$ cat config.mk
export PLATFORM = sky130hd
export DESIGN_NAME = clkgate_rf_arb
export DESIGN_NICKNAME = d
export VERILOG_FILES = /design/src/rtl/clkgate_pkg.sv /design/src/rtl/rr_arb2.sv /design/src/rtl/clkgate_rf_arb.sv
export SDC_FILE = /design/constraint.sdc
export NUM_CORES = 1
export LEC_CHECK = 0
export BUFFER_PORTS_ARGS = -buffer_cell sky130_fd_sc_hd__buf_4
export CAP_MARGIN = 40
export CORE_ASPECT_RATIO = 1.5
export CORE_MARGIN = 1.5
export CORE_UTILIZATION = 51
export CTS_CLUSTER_SIZE = 10
export DETAILED_ROUTE_END_ITERATION = 6
export PLACE_DENSITY_LB_ADDON = 0.05
export SYNTH_ARGS = -nofsm -noshare
export SYNTH_HDL_FRONTEND = slang
export SYNTH_SLANG_ARGS = --single-unit
$ cat constraint.sdc
create_clock -name clk_i -period 2.6 [get_ports clk_i]
set_input_delay 0.13 -clock clk_i [delete_from_list [all_inputs] [get_ports clk_i]]
set_output_delay 0.13 -clock clk_i [all_outputs]
set_load 0.01 [all_outputs]
$ cat src/rtl/clkgate_pkg.sv
// Shared types and constants for the clock-gated register-file arbiter.
// Contents: FSM state encoding, default address/data widths, requester ids,
// and the width of the idle-hold counter.
package clkgate_pkg;

    localparam int unsigned AW_DEF = 4;
    localparam int unsigned DW_DEF = 8;
    localparam int unsigned HOLD_W = 4;

    localparam logic REQ0 = 1'b0;
    localparam logic REQ1 = 1'b1;

    typedef enum logic [1:0] {
        ST_IDLE,
        ST_WAKE,
        ST_ACTIVE,
        ST_HOLD
    } state_e;

endpackage

$ cat src/rtl/rr_arb2.sv
// Two-input round-robin arbiter.
// Ports:
//   clk_i, rst_i : clock, synchronous active-high reset
//   req_i        : eligible requests (bit k = requester k)
//   adv_i        : a grant is actually issued this cycle; the pointer moves
//   gnt_c_o      : combinational one-hot grant
//   ptr_o        : id of the requester granted last (resets to REQ1)
module rr_arb2
    import clkgate_pkg::*;
(
    input  logic       clk_i,
    input  logic       rst_i,
    input  logic [1:0] req_i,
    input  logic       adv_i,
    output logic [1:0] gnt_c_o,
    output logic       ptr_o
);

    logic ptr_q;
    logic ptr_d;

    // On a tie, favour the requester that was not granted last.
    always_comb begin
        gnt_c_o = 2'b00;
        if (req_i == 2'b11) begin
            gnt_c_o = (ptr_q == REQ1) ? 2'b01 : 2'b10;
        end else begin
            gnt_c_o = req_i;
        end
    end

    // Bit 1 of the one-hot grant is the granted requester id.
    always_comb begin
        ptr_d = ptr_q;
        if (adv_i && (gnt_c_o != 2'b00)) begin
            ptr_d = gnt_c_o[1];
        end
    end

    always_ff @(posedge clk_i) begin
        if (rst_i) begin
            ptr_q <= REQ1;
        end else begin
            ptr_q <= ptr_d;
        end
    end

    assign ptr_o = ptr_q;

endmodule

$ cat src/rtl/clkgate_rf_arb.sv
// Round-robin arbiter and clock-enable sequencer for a clock-gated 16x8
// register file. Wakes the file's clock one cycle ahead of the first access,
// holds it for IDLE_HOLD cycles after the last access, then drops it.
// Ports:
//   clk_i, rst_i                       : clock, synchronous active-high reset
//   reqK_i/weK_i/addrK_i/wdataK_i      : requester K access, held until gntK_o
//   gntK_o                             : one-cycle grant, access issued this cycle
//   rvalidK_o, rdata_o                 : read return, one cycle after a read grant
//   rf_clken_o/rf_wr_en_o/rf_addr_o/rf_data_o : register file control pins
//   rf_q_i                             : registered register file read data
//   busy_o                             : sequencer not idle
module clkgate_rf_arb
    import clkgate_pkg::*;
#(
    parameter int unsigned AW        = AW_DEF,
    parameter int unsigned DW        = DW_DEF,
    parameter int unsigned IDLE_HOLD = 4
) (
    input  logic          clk_i,
    input  logic          rst_i,
    input  logic          req0_i,
    input  logic          we0_i,
    input  logic [AW-1:0] addr0_i,
    input  logic [DW-1:0] wdata0_i,
    input  logic          req1_i,
    input  logic          we1_i,
    input  logic [AW-1:0] addr1_i,
    input  logic [DW-1:0] wdata1_i,
    output logic          gnt0_o,
    output logic          gnt1_o,
    output logic          rvalid0_o,
    output logic          rvalid1_o,
    output logic [DW-1:0] rdata_o,
    output logic          rf_clken_o,
    output logic          rf_wr_en_o,
    output logic [AW-1:0] rf_addr_o,
    output logic [DW-1:0] rf_data_o,
    input  logic [DW-1:0] rf_q_i,
    output logic          busy_o
);

    state_e            state_q;
    logic [HOLD_W-1:0] cnt_q;
    logic [1:0]        gnt_q;
    logic [1:0]        rvalid_q;
    logic              wr_en_q;
    logic              clken_q;
    logic [AW-1:0]     addr_q;
    logic [DW-1:0]     data_q;

    logic [1:0]        elig_c;
    logic [1:0]        arb_gnt_c;
    logic [1:0]        issue_c;
    logic              grant_en_c;
    logic              rd_ret_c;
    logic              arb_ptr;

    // A request is ignored in its own grant cycle so a still-held request
    // is not granted twice.
    assign elig_c = {req1_i & ~gnt_q[1], req0_i & ~gnt_q[0]};

    // Grants are issued only when the FSM moves into ACTIVE.
    always_comb begin
        grant_en_c = 1'b0;
        case (state_q)
            ST_WAKE:            grant_en_c = 1'b1;
            ST_ACTIVE, ST_HOLD: grant_en_c = |elig_c;
            default:            grant_en_c = 1'b0;
        endcase
        issue_c = grant_en_c ? arb_gnt_c : 2'b00;
    end

    rr_arb2 u_arb (
        .clk_i   (clk_i),
        .rst_i   (rst_i),
        .req_i   (elig_c),
        .adv_i   (grant_en_c),
        .gnt_c_o (arb_gnt_c),
        .ptr_o   (arb_ptr)
    );

    // During a grant cycle the arbiter pointer holds the granted id, so it
    // doubles as the one-entry return tag for the read in flight.
    assign rd_ret_c = (|gnt_q) & ~wr_en_q;

    // Sequencer FSM, hold counter and registered register-file pins.
    always_ff @(posedge clk_i) begin
        if (rst_i) begin
            state_q  <= ST_IDLE;
            cnt_q    <= '0;
            gnt_q    <= '0;
            rvalid_q <= '0;
            wr_en_q  <= 1'b0;
            clken_q  <= 1'b0;
            addr_q   <= '0;
            data_q   <= '0;
        end else begin
            gnt_q   <= issue_c;
            wr_en_q <= 1'b0;
            if (issue_c[0]) begin
                wr_en_q <= we0_i;
                addr_q  <= addr0_i;
                data_q  <= wdata0_i;
            end else if (issue_c[1]) begin
                wr_en_q <= we1_i;
                addr_q  <= addr1_i;
                data_q  <= wdata1_i;
            end

            rvalid_q <= 2'b00;
            if (rd_ret_c) begin
                rvalid_q <= (arb_ptr == REQ1) ? 2'b10 : 2'b01;
            end

            case (state_q)
                ST_IDLE: begin
                    if (|elig_c) begin
                        state_q <= ST_WAKE;
                        clken_q <= 1'b1;
                    end
                end
                ST_WAKE: begin
                    state_q <= ST_ACTIVE;
                end
                ST_ACTIVE: begin
                    if (!(|elig_c)) begin
                        state_q <= ST_HOLD;
                        cnt_q   <= HOLD_W'(IDLE_HOLD - 1);
                    end
                end
                ST_HOLD: begin
                    if (|elig_c) begin
                        state_q <= ST_ACTIVE;
                    end else if (cnt_q == '0) begin
                        state_q <= ST_IDLE;
                        clken_q <= 1'b0;
                    end else begin
                        cnt_q <= cnt_q - HOLD_W'(1);
                    end
                end
                default: begin
                    state_q <= ST_IDLE;
                    clken_q <= 1'b0;
                end
            endcase
        end
    end

    assign gnt0_o     = gnt_q[REQ0];
    assign gnt1_o     = gnt_q[REQ1];
    assign rvalid0_o  = rvalid_q[REQ0];
    assign rvalid1_o  = rvalid_q[REQ1];
    assign rf_clken_o = clken_q;
    assign rf_wr_en_o = wr_en_q;
    assign rf_addr_o  = addr_q;
    assign rf_data_o  = data_q;
    // The clock is enabled exactly when the FSM is out of IDLE.
    assign busy_o     = clken_q;
    // Read data is forced to zero outside a return cycle so it is 0 in reset.
    assign rdata_o    = (|rvalid_q) ? rf_q_i : '0;

endmodule
**After elaboration in Yosys (flattened, before gate mapping)**

Cells that the tools add are included.

- Equal/unequal tests: 10
- Muxes and demuxes: 25
- Reduce and logical (&&, ||, !) cells: 15
- $add $sub $neg: 1
- Bitwise gates (word level): 7

Operator list:

| cell | count |
|---|---|
| 2-to-1 mux 8 bit | 3 |
| 2-to-1 mux 4 bit | 5 |
| 2-to-1 mux 2 bit | 8 |
| inequality test 2 bit, second input constant | 5 |
| OR reduction 2 bit | 5 |
| case mux 2 bit (4 select lines) | 1 |
| case mux 4 bit (2 select lines) | 1 |
| AND reduction 4 bit | 2 |
| nonzero test 2 bit | 4 |
| == test 2 bit, second input constant | 3 |
| 2-to-1 mux 1 bit | 5 |
| zero test 4 bit | 1 |
| inverter 1 bit | 4 |
| case mux 1 bit (2 select lines) | 2 |
| subtractor 4 x 1 -> 4 bit, second input constant | 1 |
| AND 1 bit | 3 |
| inequality test 3 bit, second input constant | 1 |
| AND reduction 3 bit | 1 |
| == test 2 x 1 -> 1 bit, second input constant | 1 |
| zero test 2 bit | 1 |
| logical AND 1 bit | 1 |

- Logic and storage cells: 67
- Output and inout port bits: 27
- Register bits after elaboration: 25
- Bits of input ports: 38

**Longest topological paths before layout**

Gate-level depths: netlist of run 1.

- Depth after elaboration: 7
- Depth in mapped cells: 6

**By module**

From an unflattened synthesis of run 1, not the netlist that was laid out.

- Cell total of the unflattened synthesis: 149
- Area total of the unflattened synthesis: 1,426.4 um^2

By module, submodules not included:

| module | area each (um^2) | cells an instance | seq. area each (um^2) | instances |
|---|---|---|---|---|
| clkgate_rf_arb | 1,365.1 | 142 | 480.5 | 1 |
| rr_arb2 | 61.3 | 7 | 20.0 | 1 |

**Worst setup path after synthesis of run 1**

OpenSTA, ideal clock, no wires.

- Kind: register to register
- Start: register gnt_q[1]
- End: register cnt_q[1]
- Slack: 1.177 ns
- Stages on the path, launching flop included: 6
- Required time: 2.479 ns
- Arrival: 1.301 ns
- Buffers on the path: 2
- Cell sequence: dfxtp_1 -> nand2b_1 -> buf_6 -> buf_6 -> nand4_4 -> mux2_4

- Longest elaborated chain between the ends: 5

Ends and longest elaborated chain:

| what | line | RTL |
|---|---|---|
| start, declared | clkgate_rf_arb.sv:44 | `logic [1:0] gnt_q;` |
| start signal, assigned | clkgate_rf_arb.sv:98 | `gnt_q <= issue_c;` |
| inverter 1 bit (*) | clkgate_rf_arb.sv:60 | `assign elig_c = {req1_i & ~gnt_q[1], req0_i & ~gnt_q[0]};` |
| AND 1 bit (*) | clkgate_rf_arb.sv:60 |  |
| OR reduction 2 bit (*) | clkgate_rf_arb.sv:126, clkgate_rf_arb.sv:132 |  |
| inequality test 2 bit (no source line) | - |  |
| AND reduction 4 bit (no source line) (*) | - |  |
| end signal, assigned | clkgate_rf_arb.sv:128 | `cnt_q <= HOLD_W'(IDLE_HOLD - 1);` |
| end signal, assigned | clkgate_rf_arb.sv:138 | `cnt_q <= cnt_q - HOLD_W'(1);` |
| end, declared | clkgate_rf_arb.sv:43 | `logic [HOLD_W-1:0] cnt_q;` |

Mark *: on every way between the ends. The rest lies on a longest branch, timed or not.
A chain may end at the register's enable or synchronous reset.

**Final worst setup path of run 1**

- Start: register state_q[1]
- End: register data_q[6] (netlist: rf_data_o[6])

- Longest elaborated chain between the ends: 5

Ends and longest elaborated chain:

| what | line | RTL |
|---|---|---|
| start, declared | clkgate_rf_arb.sv:42 | `state_e state_q;` |
| start signal, assigned | clkgate_rf_arb.sv:89 | `state_q <= ST_IDLE;` |
| start signal, assigned | clkgate_rf_arb.sv:118 | `state_q <= ST_WAKE;` |
| start signal, assigned | clkgate_rf_arb.sv:123 | `state_q <= ST_ACTIVE;` |
| == test 2 bit | clkgate_rf_arb.sv:65 | `case (state_q)` |
| OR reduction 2 bit | clkgate_rf_arb.sv:65 |  |
| case mux 1 bit (2 select lines) (*) | clkgate_rf_arb.sv:65 |  |
| 2-to-1 mux 2 bit (*) | clkgate_rf_arb.sv:70 | `issue_c = grant_en_c ? arb_gnt_c : 2'b00;` |
| 2-to-1 mux 8 bit / nonzero test 2 bit (equally long branches) | - |  |
| end signal, assigned | clkgate_rf_arb.sv:103 | `data_q <= wdata0_i;` |
| end signal, assigned | clkgate_rf_arb.sv:107 | `data_q <= wdata1_i;` |
| end, declared | clkgate_rf_arb.sv:49 | `logic [DW-1:0] data_q;` |

Marks and branches as above.

==> metrics.md, run 1 <==
| Metric | Value |
|---|---|
| Status | `completed` |
| Root buffer selected by CTS | `clkbuf_8` |
| Clock Pin Slew Worst Setup and Hold Paths | `roughly 0.09 ns` |
| Netlist cell types | `40` |
| Levels on crit path | `4` |
| Top FF cell, synth | `dfxtp_1` |
| Finished Cell Area | `a little over 2000 um2` |
| Crit-path slowest cell | `nor2_2` |
| Initial core utilization | `a little over half` |
| CP cell instances | `nor2_2 > buf_4 > nor4_1 > a2111oi_2` |
| Worst VDD drop | `0.4751 mV` |
| CTS tree | `built` |
| Ratio of final minimum period to clock period | `between 70% and 80%` |
| Max-slew headroom | `48.48%` |
| Postcts setup bufs | `0` |
| Post-DRT Antenna Nets | `0` |
| WP data required | `2.76 ns` |
| Arr. time, crit path | `2.00 ns` |
| PortBufs | `64` |
| #FFs+latches synth | `25` |
| Iteration-0 DRC count of the detailed router | `37` |
| Final worst slack | `0.7643 ns` |
| Hold slack final | `0.07219 ns` |
| P_leak | `approximately 0.00077 uW` |
| CP Max Fanout | `17` |
| Pre-CTS setup slack | `0.7968 ns` |
| Max-slew violations | `0` |
| PwrDens | `524.7 nW/um2` |
| Clk sinks | `25` |
| Pin count of the biggest net entering global routing | `26` |
| Total core area | `2883 um2` |
| CTS Buffer Depth | `2` |
| FILL cells | `247` |
| Nets@finish | `about 250` |
| Post-DR vias/cell | `5.754` |
| Post-CTS resize count | `0` |
| Max_cap viols | `0` |
| Synth area leader | `dfxtp_1` |
| EDFF count, synth | `0` |
| Post-synth ARST share | `0%` |
| Post-synth top area share | `32.57%` |
| RSZ-0062 raised after global routing | `false` |
| Placed instance area | `1976 um2` |
| First-pass GRT wire length | `6099 um` |
| Area Overhead vs Synth | `31.51%` |
| Post-Route WL | `between 3000 and 4000 um` |
| Post-synthesis sequential area ratio | `between 30% and 40%` |
| Worst hold stages | `2` |
| Post-Syn Instances | `roughly 150` |
| DRC Markers | `0` |
| Top cells by area, synth | `dfxtp_1 33%, a2111oi_2 17%, nor4_1 5.3%` |
| Buffer and inverter count on the worst path | `1` |
| GRT Total Usage | `24.16%` |
| Inserted Diodes | `0` |
| Die Width | `47.82 um` |
| Initial antenna violation count | `0` |
| H-tree levels | `1` |
| Worst hold path class | `in -> reg` |
| Pwr Total | `1060 uW` |
| Total Negative Setup Slacks | `0 ns` |
| Worst-Margin Slew | `0.7728 ns` |
| Fin. Hold Viols | `0` |
| Die area | `3358 um2` |
| Detailed Routing Iterations Pass 1 | `4` |
| WL per Instance | `around 16 um` |
| IO Pins | `65` |
| RD Place Congestion | `0.7655` |
| CP startpoint kind | `flip-flop` |
| Synthesized area | `1536 um2` |
| Ys Warns | `0` |
| Setup Skew | `between 0.002 and 0.003 ns` |
| Post-CTS Hold Fix Bufs | `0` |
| Vias in the first global route | `1318` |
| Syn_nets | `189` |
| Syn Area/Cell | `10.31 um2` |
| Hpwl dp | `2969 um` |
| Worst Reg-to-Reg Cells | `4` |
| Minimum clock period | `1.836 ns` |
| Cell family with most CP delay | `simple AND/OR/NAND/NOR gates` |
| Global route overflow | `0` |
| Final setup viols | `0` |
| FMAX | `544.8 MHz` |
| Max incr delay on CP | `approximately 0.50 ns` |
| Via Count | `1404` |
| Crit end category | `flip-flop` |
| Clk Latency, worst-skew pair | `0.26 ns` |
| Share of cells above drive strength 1 | `48.29%` |
| Row cnt | `24` |
| Crit Path Class | `reg -> reg` |
| CTS Buf Count | `3` |
| Die Ht | `about 70 um` |
-- cells in the mapped netlist, types with 3 or more instances --
master / instances
a21oi_1: 3
buf_4: 6
a2111oi_1: 3
a2111oi_2: 17
buf_6: 5
a2111oi_0: 4
buf_2: 5
dfxtp_1: 25
nor4_1: 13
nor2b_1: 11
nand2b_1: 4
nor2_1: 5
inv_1: 16
-- cell usage in the layout (no fill, tap or decap) --
master / instances
a21oi_1: 3
a2111oi_0: 4
nand4bb_1: 1
a311oi_1: 1
a22o_1: 1
nor3b_1: 1
nor2_2: 1
nand2b_1: 4
inv_2: 1
o2111a_1: 2
o211ai_1: 1
a2111oi_4: 1
ha_1: 2
nor4b_1: 1
nand2_1: 2
and2b_1: 1
nor2b_1: 10
o22ai_1: 1
nor2_1: 5
nand4_1: 1
nor4_1: 13
o41ai_2: 2
o32ai_1: 1
a2111oi_2: 17
clkbuf_1: 1
mux2_4: 1
buf_4: 69
nor2b_2: 1
nor4_2: 1
nor3_1: 2
dfxtp_1: 25
a41oi_1: 1
a2111oi_1: 3
clkbuf_8: 3
o21ai_1: 1
o311ai_1: 1
nor4bb_1: 1
nor3b_4: 1
inv_1: 16
nand4_4: 1
-- routing by layer --
layer / track usage (%) / wire [um]
met2: 42.37 / 2203
met5: 0 / 0
met1: 28.25 / 1359
met4: 7.808 / 95
met3: 3.101 / 192
-- final cells by class --
cell class	count	area, um2	area share, %
Sequential cell	25	500.5	24.77
Multi-Input combinational cell	90	844.6	41.80
Tap cell	39	48.80	2.415
Timing Repair Buffer	69	518.0	25.63
Clock buffer	4	45.04	2.229
Inverter	17	63.81	3.158
-- logic make-up (layout without fill, tap and decap cells) --
logic type	Yosys count	in the layout	synth area share, %
AND/OR/NAND/NOR	47	47	20.93
AO/OA/AOI/OAI	40	40	31.27
buffers and inverters	34	90	12.62
flip-flops	25	25	32.57
adder cells (fa/ha/maj)	2	2	1.628
multiplexers	1	1	0.9769
-- final timing paths --
kind	to	from	slack, ns
worst min-delay path	rf_wr_en_o	we1_i	0.07
worst min register to register	rf_data_o[7]	rf_data_o[7]	0.47
worst max register to register	rf_data_o[6]	state_q[1]	0.76
worst max-delay path	rf_data_o[6]	state_q[1]	0.76
-- power by group --
group / switching [uW] / leakage, uW / internal [uW] / total (uW)
clock: 119 / 0.0000228 / 109 / 229
sequential: 38.0 / 0.000205 / 426 / 464
combinational: 193 / 0.000539 / 175 / 368
total: 350 / 0.000767 / 710 / 1060
-- flip-flops by register name, summed over array words and instances, names as in the netlist --
| register | flops |
|---|---|
| busy_o | 1 |
| rf_data_o | 8 |
| rf_addr_o | 4 |
| cnt_q | 4 |
| rvalid_q | 2 |
| rf_wr_en_o | 1 |
| u_arb.ptr_o | 1 |
| state_q | 2 |
| gnt_q | 2 |
-- through the flow --
step | instances | utilization (%)
5_1_grt | 244 | 70.10
2_1_floorplan | 149 | -
4_1_cts | 244 | 70.10
6_report | 244 | 70.10
3_5_place_dp | 240 | 68.53
3_3_place_gp | 240 | 68.53
Note: power is estimated with default switching activity, not from simulation.
==> run 2, diff against run 1 <==
CORE_UTILIZATION = 43   (was 51)
clock period = 1.5 ns   (was 2.6 ns; I/O delays follow)
==> run 2 against run 1 <==
  * Setup slack worse by 0.69 ns
  * Count of clock-buffer cells in the layout decreased by 1
  * Register-to-register slack got worse by 0.69 ns
  * Core utilization down 7.8 points
  * Clock skew fell by 0.0014 ns
==> metrics.md, run 2 (same netlist as run 1, synthesis figures left out) <==
| Metric | Value |
|---|---|
| Status | `completed` |
| Die Ht | `76.21 um (+8.5%)` |
| Area Overhead vs Synth | `38.60%` |
| First-pass GRT wire length | `6713 um (+10%)` |
| Post-DR vias/cell | `5.711 (-0.75%)` |
| RSZ-0062 raised after global routing | `false` |
| Max-slew violations | `0 (unchanged)` |
| Iteration-0 DRC count of the detailed router | `35 (-5.4%)` |
| GRT Total Usage | `21.59% (-2.6 points)` |
| Setup Skew | `0.001291 ns (-0.001417 ns)` |
| Initial antenna violation count | `0 (unchanged)` |
| Commonest cells after routing, fill and taps aside | `76 x buf_4, 25 x dfxtp_1, 17 x a2111oi_2` |
| Root buffer selected by CTS | `clkbuf_8` |
| Clk Latency, worst-skew pair | `0.26 ns (about the same)` |
| Minimum clock period | `1.424 ns (-0.4118 ns)` |
| Worst VDD drop | `0.5878 mV (+24%)` |
| Clk sinks | `25 (unchanged)` |
| Detailed Routing Iterations Pass 1 | `4 (unchanged)` |
| Inserted Diodes | `0 (unchanged)` |
| Post-DRT Antenna Nets | `0 (unchanged)` |
| Clock Pin Slew Worst Setup and Hold Paths | `0.09 ns (about the same)` |
| Pre-CTS setup slack | `0.05527 ns (-0.7416 ns)` |
| Initial core utilization | `44.98% (-8.3 points)` |
| Worst hold path class | `in -> reg` |
| Final worst slack | `0.07612 ns (-0.6882 ns)` |
| Final non-filler cell total | `256 (+4.9%)` |
| Worst-Margin Slew | `0.4546 ns (-0.3183 ns)` |
| Hpwl dp | `3031 um (+2.1%)` |
| Multi-input gate area | `853.3 um2 (+1.0%)` |
| CP Max Fanout | `4 (-13)` |
| Most common cell after layout, fill and taps aside | `buf_4` |
| Crit Path Class | `reg -> reg` |
| RD Place Congestion | `0.7476 (-2.3%)` |
| FMAX | `702.3 MHz (+29%)` |
| FILL cells | `341 (+38%)` |
| Vias in the first global route | `1488 (+13%)` |
| Nets@finish | `255 (+3.7%)` |
| Via Count | `1462 (+4.1%)` |
| FF+latch area | `500.5 um2 (unchanged)` |
| CTS Buf Count | `3 (unchanged)` |
| Ratio of final minimum period to clock period | `94.93% (+24 points)` |
| DRC Markers | `0 (unchanged)` |
| P_leak | `0.0008199 uW (+6.8%)` |
| CP startpoint kind | `flip-flop` |
| Die Width | `51.81 um (+8.3%)` |
| Util after Layout | `62.34% (-7.8 points)` |
| Largest register FFs | `8 (unchanged)` |
| Pin count of the biggest net entering global routing | `26 (unchanged)` |
| Global route overflow | `0 (unchanged)` |
| Crit end category | `flip-flop` |
| Total core area | `3416 um2 (+18%)` |
| PwrDens | `891.4 nW/um2 (+70%)` |
| CTS Buffer Depth | `2 (unchanged)` |
| Final setup viols | `0 (unchanged)` |
| Share of cells above drive strength 1 | `51.40% (+3.1 points)` |
| Arr. time, crit path | `1.59 ns (-0.41 ns)` |
| Row cnt | `26 (+8.3%)` |
| Hold slack final | `0.01347 ns (-0.05872 ns)` |
| PortBufs | `64 (unchanged)` |
| WP data required | `1.66 ns (-1.10 ns)` |
| Fin. Hold Viols | `0 (unchanged)` |
| Die area | `3948 um2 (+18%)` |
| Post-Route WL | `3991 um (+3.6%)` |
| WL per Instance | `15.59 um (-1.2%)` |
| IO Pins | `65 (unchanged)` |
| H-tree levels | `1 (unchanged)` |
| Total Negative Setup Slacks | `0 ns (unchanged)` |
| Max_cap viols | `0 (unchanged)` |
| Max-slew headroom | `69.58% (+21 points)` |
| Cells after DPL | `252 (+5.0%)` |
| CTS tree | `built` |
-- run 2: changes by cell type in the layout (fill, tap and decap cells not counted), sizes merged --
cell,change
clkinvlp,+1
clkbuf,-1
buf,+9
-- run 2: cell type report --
type	instances	share of cell area [%]
multi-input cells	90	40.07
repair buffers	78	28.67
flip-flops and latches	25	23.50
inverters	17	2.996
well taps	42	2.468
clock buffers	3	1.939
clock inverters	1	0.3525
-- run 2: per-stage QoR --
| stage | total power (uW) | instance area, um2 |
|---|---|---|
| after floorplan | 1242 | 1536 |
| after global placement | 1495 | 2072 |
| after detailed placement | 1514 | 2072 |
| after CTS | 1928 | 2121 |
| after global routing | 2016 | 2130 |
| final | 1898 | 2130 |
-- run 2: path summary, 6_finish.rpt --
check                                  start  cells past startpoint  slack (ns)      endpoint
worst max register to register      cnt_q[0]                      5        0.08      cnt_q[1]
worst max-delay path                cnt_q[0]                      5        0.08      cnt_q[1]
worst min register to register  rf_data_o[1]                      2        0.48  rf_data_o[1]
worst min-delay path                   we1_i                      2        0.01    rf_wr_en_o
-- run 2: timing repair --
item / in CTS / in global routing
setup endpoints to repair: 0 / 2
setup buffers: 0 / 0
hold buffers: 0 / 0
resized for setup: 0 / 2
-- run 2: critical path, stage by stage, from the launching register on --
cell and delay [ns]:
dfxtp_1 0.38, inv_1 0.08, ha_1 0.20, nand4bb_1 0.18, nand4_4 0.16, mux2_4 0.32
-- run 2: routing by layer --
metal	GRT usage, %	share of wire (%)	vias to the layer above
met1	25.15	39	705
li1	-	-	702
met3	3.137	4.5	8
met4	7.368	1.9	0
met5	0	0	-
met2	38.72	55	47
-- run 2: power by group --
| part | leakage [uW] | total (uW) | switching [uW] | internal [uW] |
|---|---|---|---|---|
| clock network | 0.0000217 | 402 | 215 | 188 |
| registers | 0.000205 | 786 | 48.4 | 738 |
| logic | 0.000593 | 710 | 365 | 345 |
| total | 0.000820 | 1900 | 628 | 1270 |
==> run 3, diff against run 2 <==
CORE_UTILIZATION = 44   (was 43)
CTS_BUF_LIST = sky130_fd_sc_hd__clkbuf_4 sky130_fd_sc_hd__clkbuf_8   (was not set)
==> run 3 against run 2 <==
  * Critical path type unchanged
  * Count of clock-buffer cells in the layout did not move
  * Setup slack improved by 0.024 ns
  * Total power rose by 1.5%
  * Clock skew rose by 0.0057 ns
  * Flip-flop and latch count did not move
  * Cell area rose by 0.71%
==> metrics.md, run 3 (same netlist as run 1, synthesis figures left out) <==
| Metric | Value |
|---|---|
| Setup Skew | `0.007012 ns (+0.005722 ns)` |
| Total core area | `3383 um2 (-0.95%)` |
| Hold slack final | `0.01054 ns (-0.002928 ns)` |
| Commonest cells after routing, fill and taps aside | `74 x buf_4, 24 x dfxtp_1, 17 x a2111oi_2` |
| First-pass GRT wire length | `6341 um (-5.5%)` |
| Finished Cell Area | `2145 um2 (+0.71%)` |
| P_leak | `0.0008306 uW (+1.3%)` |
| Post-Route WL | `3976 um (-0.38%)` |
| Initial antenna violation count | `0 (unchanged)` |
| Root buffer selected by CTS | `clkbuf_8` |
| Worst VDD drop | `0.6463 mV (+9.9%)` |
| CTS tree | `built` |
| CP startpoint kind | `flip-flop` |
| Global route overflow | `0 (unchanged)` |
| Clock Pin Slew Worst Setup and Hold Paths | `0.09 ns (about the same)` |
| CTS Buf Count | `3 (unchanged)` |
| FMAX | `714.5 MHz (+1.7%)` |
| GRT Total Usage | `21.57% (about the same)` |
| Fin. Hold Viols | `0 (unchanged)` |
| Via Count | `1437 (-1.7%)` |
| DRC Markers | `0 (unchanged)` |
| Met2 usage | `41.70% (+3.0 points)` |
| Crit-path slowest cell | `a2111oi_1` |
| CP Max Fanout | `12 (+8)` |
| Area Overhead vs Synth | `39.58%` |
| Crit end category | `flip-flop` |
| Largest register FFs | `8 (unchanged)` |
| Placed instance area | `2082 um2 (+0.48%)` |
| FILL cells | `288 (-16%)` |
| Worst-Margin Slew | `0.4697 ns (+0.01509 ns)` |
| Die Width | `51.25 um (-1.1%)` |
| IO Pins | `65 (unchanged)` |
| WP data required | `1.65 ns (about the same)` |
| Cell family with most CP delay | `compound AO/OA/AOI/OAI gates` |
| RD Place Congestion | `0.7417 (-0.79%)` |
| PortBufs | `64 (unchanged)` |
| PwrDens | `898.8 nW/um2 (+0.84%)` |
| Ratio of final minimum period to clock period | `93.30% (-1.6 points)` |
| Arr. time, crit path | `1.55 ns (-0.04 ns)` |
| Vias in the first global route | `1367 (-8.1%)` |
| Max-slew headroom | `68.57% (-1.0 points)` |
| FF+latch area | `501.7 um2 (+0.25%)` |
| Final worst slack | `0.1004 ns (+0.02432 ns)` |
| Buffer and inverter count on the worst path | `1 (unchanged)` |
| Pin count of the biggest net entering global routing | `26 (unchanged)` |
| Most used routing layer | `met2` |
| Status | `completed` |
| Max incr delay on CP | `0.41 ns (+0.03 ns)` |
| Post-DR vias/cell | `5.613 (-1.7%)` |
| Final setup viols | `0 (unchanged)` |
| Total Negative Setup Slacks | `0 ns (unchanged)` |
| H-tree levels | `1 (unchanged)` |
| CP cell instances | `and2b_1 > o22ai_1 > buf_4 > a2111oi_1` |
| Pwr Total | `1928 uW (+1.5%)` |
| M1 GR Usage | `23.87% (-1.3 points)` |
| Post-CTS Hold Fix Bufs | `0 (unchanged)` |
| Die area | `3863 um2 (-2.2%)` |
| Most common cell after layout, fill and taps aside | `buf_4` |
| Pre-CTS setup slack | `0.07993 ns (+0.02466 ns)` |
| Initial core utilization | `45.41% (+0.43 points)` |
| CTS Buffer Depth | `2 (unchanged)` |
| Detailed Routing Iterations Pass 1 | `4 (unchanged)` |
| Worst hold path class | `in -> reg` |
| Max_cap viols | `0 (unchanged)` |
| Share of cells above drive strength 1 | `51.87% (+0.47 points)` |
| Max-slew violations | `0 (unchanged)` |
| M3 GR Usage | `2.157% (-0.98 points)` |
| WL per Instance | `15.53 um (-0.38%)` |
| Clk sinks | `25 (unchanged)` |
| Post-DRT Antenna Nets | `0 (unchanged)` |
| RSZ-0062 raised after global routing | `false` |
| Inserted Diodes | `0 (unchanged)` |
| Die Ht | `75.38 um (-1.1%)` |
| Clk Latency, worst-skew pair | `0.27 ns (about the same)` |
| Hpwl dp | `3073 um (+1.4%)` |
| Multi-input gate area | `853.3 um2 (unchanged)` |
| Worst reg-to-reg setup slack | `0.10 ns (+0.02 ns)` |
| Iteration-0 DRC count of the detailed router | `52 (+49%)` |
| Nets@finish | `255 (unchanged)` |
| Row cnt | `26 (unchanged)` |
| Minimum clock period | `1.400 ns (-0.02432 ns)` |
| Crit Path Class | `reg -> reg` |
-- run 3: worst paths after layout --
path	from	to	cells after the start
max reg2reg	gnt_q[1]	rf_addr_o[2]	4
min reg2reg	rf_wr_en_o	rvalid_q[0]	1
min	we1_i	rf_wr_en_o	2
max	gnt_q[1]	rf_addr_o[2]	4
-- run 3: final cells by class --
cell class | count | share of cell area (%)
Timing Repair Buffer | 78 | 29.23
Tap cell | 42 | 2.450
Multi-Input combinational cell | 90 | 39.79
Clock inverter | 1 | 0.2334
Inverter | 17 | 2.975
Sequential cell | 25 | 23.40
Clock buffer | 3 | 1.925
-- run 3: per-stage QoR --
stage,util (%),cells
CTS,62.91,256
global placement,61.54,252
global route,63.39,256
detailed placement,61.54,252
finish,63.39,256
floorplan,-,149
-- run 3: timing repair --
item	4_1_cts	5_1_grt
setup buffers	0	0
setup endpoints to repair	0	5
resized for setup	0	6
-- run 3: power breakdown --
group,total [uW],switching (uW),internal [uW]
Combinational,723,362,362
Clock,413,226,186
Sequential,792,53.5,738
-- run 3: metal layers --
layer	wire length, um	vias to the layer above	share of wire, %
li1	-	697	-
met1	1485	698	37
met2	2272	36	57
met3	147	6	3.7
met4	70	0	1.8
met5	0	-	0
